### config.mk
export PLATFORM = sky130hd
export DESIGN_NAME = conv_weight_sched
export DESIGN_NICKNAME = d
export VERILOG_FILES = /design/src/rtl/conv_weight_sched.sv
export SDC_FILE = /design/constraint.sdc
export NUM_CORES = 1
export LEC_CHECK = 0
export ABC_AREA = 0
export ABC_CLOCK_PERIOD_IN_PS = 1900
export CORE_MARGIN = 10
export CORE_UTILIZATION = 40
export DETAILED_ROUTE_END_ITERATION = 16
export PLACE_DENSITY_LB_ADDON = 0.12
export SYNTH_ARGS = -nofsm -noshare
export SYNTH_HDL_FRONTEND = slang
export SYNTH_SLANG_ARGS = --single-unit
### constraint.sdc
create_clock -name i_sclk -period 1.9 [get_ports i_sclk]
set_input_delay 0.285 -clock i_sclk [delete_from_list [all_inputs] [get_ports i_sclk]]
set_output_delay 0.285 -clock i_sclk [all_outputs]
set_load 0.02 [all_outputs]
### src/rtl/conv_weight_sched.sv
// conv_weight_sched: streams per-channel kernels from ROM into the conv stage and issues vsync/reuse pulses
module conv_weight_sched #(
  parameter int WIDTH_W  = 20,
  parameter int LEN      = 7,
  parameter int N_OC     = 64,
  parameter int WIDTH_A  = 12,
  parameter int WIDTH_CH = 6
) (
  input  logic                   i_sclk,
  input  logic                   i_rst,
  input  logic                   i_start,
  input  logic                   i_pass_req,
  input  logic                   i_pass_done,
  output logic                   o_rom_en,
  output logic [WIDTH_A-1:0]     o_rom_addr,
  input  logic [3*WIDTH_W-1:0]   i_rom_data,
  output logic                   o_vsync,
  output logic                   o_weight_vld,
  output logic [3*WIDTH_W-1:0]   o_weight,
  output logic                   o_reuse,
  output logic [WIDTH_CH-1:0]    o_ch_idx,
  output logic                   o_busy,
  output logic                   o_done
);
  localparam int K  = LEN * LEN;
  localparam int JW = $clog2(K);
  typedef enum logic [2:0] {IDLE, CLR, LOAD, FLUSH, READY, DRAIN, DONE} state_t;
  state_t                 state_q;
  logic [JW-1:0]          j_q;
  logic                   flush_q;
  logic [WIDTH_CH-1:0]    ch_q;
  logic [WIDTH_A-1:0]     base_q;
  logic                   pa_q;
  logic                   rom_en_q;
  logic [WIDTH_A-1:0]     rom_addr_q;
  logic                   vsync_q;
  logic                   v1_q;
  logic                   vld_q;
  logic [3*WIDTH_W-1:0]   weight_q;
  logic                   reuse_q;
  logic [WIDTH_CH-1:0]    ch_idx_q;
  logic                   busy_q;
  logic                   done_q;
  logic                   pa_d;
  logic                   fire_d;
  // a same-cycle pass_done retires the running pass before the reuse decision
  always_comb begin
    pa_d   = pa_q & ~i_pass_done;
    fire_d = (state_q == READY) & i_pass_req & ~pa_d;
  end
  // frame sequencer with registered outputs and the two-stage weight pipeline
  always_ff @(posedge i_sclk) begin
    if (i_rst) begin
      state_q    <= IDLE;
      j_q        <= '0;
      flush_q    <= 1'b0;
      ch_q       <= '0;
      base_q     <= '0;
      pa_q       <= 1'b0;
      rom_en_q   <= 1'b0;
      rom_addr_q <= '0;
      vsync_q    <= 1'b0;
      v1_q       <= 1'b0;
      vld_q      <= 1'b0;
      weight_q   <= '0;
      reuse_q    <= 1'b0;
      ch_idx_q   <= '0;
      busy_q     <= 1'b0;
      done_q     <= 1'b0;
    end else begin
      rom_en_q <= 1'b0;
      vsync_q  <= 1'b0;
      reuse_q  <= 1'b0;
      done_q   <= 1'b0;
      v1_q     <= rom_en_q;
      vld_q    <= v1_q;
      weight_q <= v1_q ? i_rom_data : '0;
      pa_q     <= pa_d | fire_d;
      case (state_q)
        IDLE: if (i_start) begin
          ch_q    <= '0;
          base_q  <= '0;
          busy_q  <= 1'b1;
          state_q <= CLR;
        end
        CLR: begin
          vsync_q <= 1'b1;
          j_q     <= '0;
          state_q <= LOAD;
        end
        LOAD: begin
          rom_en_q   <= 1'b1;
          rom_addr_q <= base_q + WIDTH_A'(j_q);
          j_q        <= j_q + 1'b1;
          if (j_q == JW'(K - 1)) begin
            flush_q <= 1'b0;
            state_q <= FLUSH;
          end
        end
        FLUSH: begin
          flush_q <= 1'b1;
          if (flush_q) state_q <= READY;
        end
        READY: if (fire_d) begin
          reuse_q  <= 1'b1;
          ch_idx_q <= ch_q;
          j_q      <= '0;
          if (ch_q == WIDTH_CH'(N_OC - 1)) state_q <= DRAIN;
          else begin
            ch_q    <= ch_q + 1'b1;
            base_q  <= base_q + WIDTH_A'(K);
            state_q <= LOAD;
          end
        end
        DRAIN: if (i_pass_done) state_q <= DONE;
        DONE: begin
          done_q  <= 1'b1;
          busy_q  <= 1'b0;
          state_q <= IDLE;
        end
        default: state_q <= IDLE;
      endcase
    end
  end
  assign o_rom_en     = rom_en_q;
  assign o_rom_addr   = rom_addr_q;
  assign o_vsync      = vsync_q;
  assign o_weight_vld = vld_q;
  assign o_weight     = weight_q;
  assign o_reuse      = reuse_q;
  assign o_ch_idx     = ch_idx_q;
  assign o_busy       = busy_q;
  assign o_done       = done_q;
endmodule

==> flow_summary.toml <==
[cells_and_area]
nFillCells = 832
antennaDiodeCount = 0
syn_to_final_growth_pct = 58.4
drive_above_1_share_pct = 14.6
multi_input_area_um2 = 1910
nets = 693
fin_util_pct = 65.2
seqCellArea_um2 = 2290

[routing]
wl_met2_um = 5770
avgViaCountPerCell = 4.77
wl_met1_um = 5210
drc_errors = 0
wl_met3_um = 959
wl_per_cell_um = 15.8
antenna_left = 0
dr.pass1.iters = 4
drt_iter0_drc = 205
top_layer = "met4"
dr_total_vias = 3656
wl_um = 12100

[synth]
synth-edff-count = 0
yosysUniqueCellTypes = 48
yosys_warnings = 0
syn_inst = 437
syn-cell-area_um2 = 4270
synth_area_leaders = "dfxtp_1, and2_1, nor2_1"
avgSynthCellArea_um2 = 9.77
ys_seq_elements = 114
async_flop_share_pct = 0
synth_top_area_cell = "dfxtp_1"
seq_area_frac_synth_pct = 53.4
synth-main-ff-cell = "dfxtp_1"
syn_nets = 513
synth_top_area_share_pct = 53.4

[cts]
clk_path_buf_depth = 2
cts_buffers = 17
cts_root_buffer = "clkbuf_8"
cts.sinks = 114
cts_tree = "done"
path_clk_slew_ps = 60
htree_levels = 4
insertion_delay_ps = 510

[critical_path]
critPathLaunchType = "register"
end_kind = "register"
critical_path_required_ps = 2350
crit_fanout = 4
path_class = "reg2reg"
crit_arrival_ps = 2280

[flow_run]
cap_violations = 0

[sta]
layout_min_cycle_time_ps = 1830
maxSlewViolCount = 0
fin_crit_sh_pct = 96.5
max_freq_mhz = 546
worst_pin_slew_ps = 625
setup-tns-final_ps = 0
setup_violations = 0
relSlewSlack_pct = 58.0
hold_viol = 0
finClkSkew_ps = 4.82

[place]
gp_congestion = 0.828
portBuffers = 148
dp_hpwl_um = 9090

[global_routing]
grt_pass1_vias = 3659
grt_start_max_net_pins = 62
overflow = 0
antenna_found_initial = 0
grt_use_total_pct = 15.7
grt_pass1_wl_um = 19000

[power]
leakagePower_nw = 2.58
p_switching_w = 0.00176
p_per_area_nw_per_um2 = 1010
sw_frac_of_total_pct = 25.7
p_comb_share_pct = 15.5
p_total_w = 0.00684
clkPwrFrac_pct = 46.8
p_int_w = 0.00508
pwr-share-seq_pct = 37.7
ir_drop_mv = 0.519

[floorplan]
io_pins = 149
die_area_um2 = 15200
rows = 37
fp.dieH_um = 123
core_um2 = 10400
die_width_um = 123
initial_core_util_pct = 41.2

[status]
status = "completed"

[hold_path]
hold_class = "in2reg"
## Yosys cell counts, types with 2 or more instances
master    number
nor2b_1        6
buf_2          4
nor3b_1        3
o31ai_1        5
xor2_1        11
nand4_1        5
nor2_1        42
nor3_1         5
or3_1          2
and2_1        60
a311oi_1       3
buf_6          2
o22ai_1        2
nor4_2         2
ha_1          10
clkbuf_1      16
or4_1          3
o21ai_0        9
a21oi_1       30
nand3_1        8
a211oi_1       8
inv_1          7
and3_1         3
nand2b_1       6
nor4_1         4
o211ai_1       2
xnor2_1       13
nand2_1       31
dfxtp_1      114
a21o_1         2
or2_2          2
## layout make-up
class,instances,share of cell area [%]
clock inverter,14,2.63
sequential,114,33.8
timing repair buffer,184,26.1
multi-input combinational,293,28.2
clock buffer,18,6.33
tap,136,2.52
inverter,7,0.388
## repair_timing
action,CTS,global route
hold buffers,0,0
setup buffers,0,0
gates cloned,0,0
resized for setup,4,11
pin swaps,2,4
setup endpoints to repair,3,16
## logic make-up (layout without fill, tap and decap cells)
kind of cell / Yosys count / after routing / share of synthesized area [%]
and+or+nand+nor: 189 / 189 / 24.9
DFF: 114 / 114 / 53.4
AOI/OAI and AO/OA: 69 / 69 / 10.3
buffers and inverters: 30 / 223 / 3.10
xor gates and xnor gates: 24 / 24 / 4.92
adders and majority gates: 11 / 11 / 3.40
## metal layers
| layer | track usage [%] | vias to the layer above |
|---|---|---|
| met3 | 5.47 | 16 |
| met5 | 0 | - |
| met1 | 18.5 | 1678 |
| met2 | 25.8 | 125 |
| li1 | - | 1837 |
| met4 | 6.26 | 0 |
## placed cells by master, fill, tap and decap left out, types with 4 or more instances in the layout
cell type and n:
clkdlybuf4s50_1 148, dfxtp_1 109, and2_1 60, nor2_1 42
buf_4 35, nand2_1 31, a21oi_1 29, clkbuf_16 16
xnor2_1 13, xor2_1 11, ha_1 9, o21ai_0 8
inv_1 7, nand3_1 7, a211oi_1 6, nor2b_1 5
nand2b_1 5, nand4_1 5, nor3_1 5, o31ai_1 5
dfxtp_2 5, clkinvlp_4 4, inv_6 4
## worst max-delay path: stages, from the launching register on
cell and delay, ps:
dfxtp_2 350, ha_1 170, inv_1 60, fa_2 340, nand2b_4 160, a21oi_4 160, o21ai_1 110, nor4_2 260
a211o_1 150
## through the flow
stage	setup WS (ps)	instance area, um2	hold WS (ps)	cells
2_1_floorplan	39.5	4280	407	437
3_3_place_gp	-63.6	6110	444	734
3_5_place_dp	-154	6110	448	734
4_1_cts	7.48	6730	311	766
5_1_grt	-25.2	6770	323	766
6_report	67.4	6770	329	766
## power groups by stage
stage                     logic (W)  registers, W  clock network, W
after floorplan            0.000461       0.00270                 0
after global placement      0.00100       0.00263                 0
after detailed placement    0.00103       0.00263                 0
after CTS                   0.00104       0.00258           0.00325
after global routing        0.00115       0.00260           0.00336
final                       0.00106       0.00258           0.00320
## registers in the layout (all words and copies together), names as in the netlist, 3 cells and up
name	cells
j_q	6
o_rom_addr	12
o_weight	60
base_q	12
o_ch_idx	6
ch_q	6
state_q	3
## worst paths after layout
kind,startpoint,endpoint,slack (ps),depth (start not counted)
setup reg to reg,base_q[0],o_rom_addr[6],70,8
hold / removal,i_rom_data[43],o_weight[43],330,2
setup / recovery,base_q[0],o_rom_addr[6],70,8
hold reg to reg,o_rom_addr[5],o_rom_addr[5],450,2
Note: power is estimated with default switching activity, not from simulation.
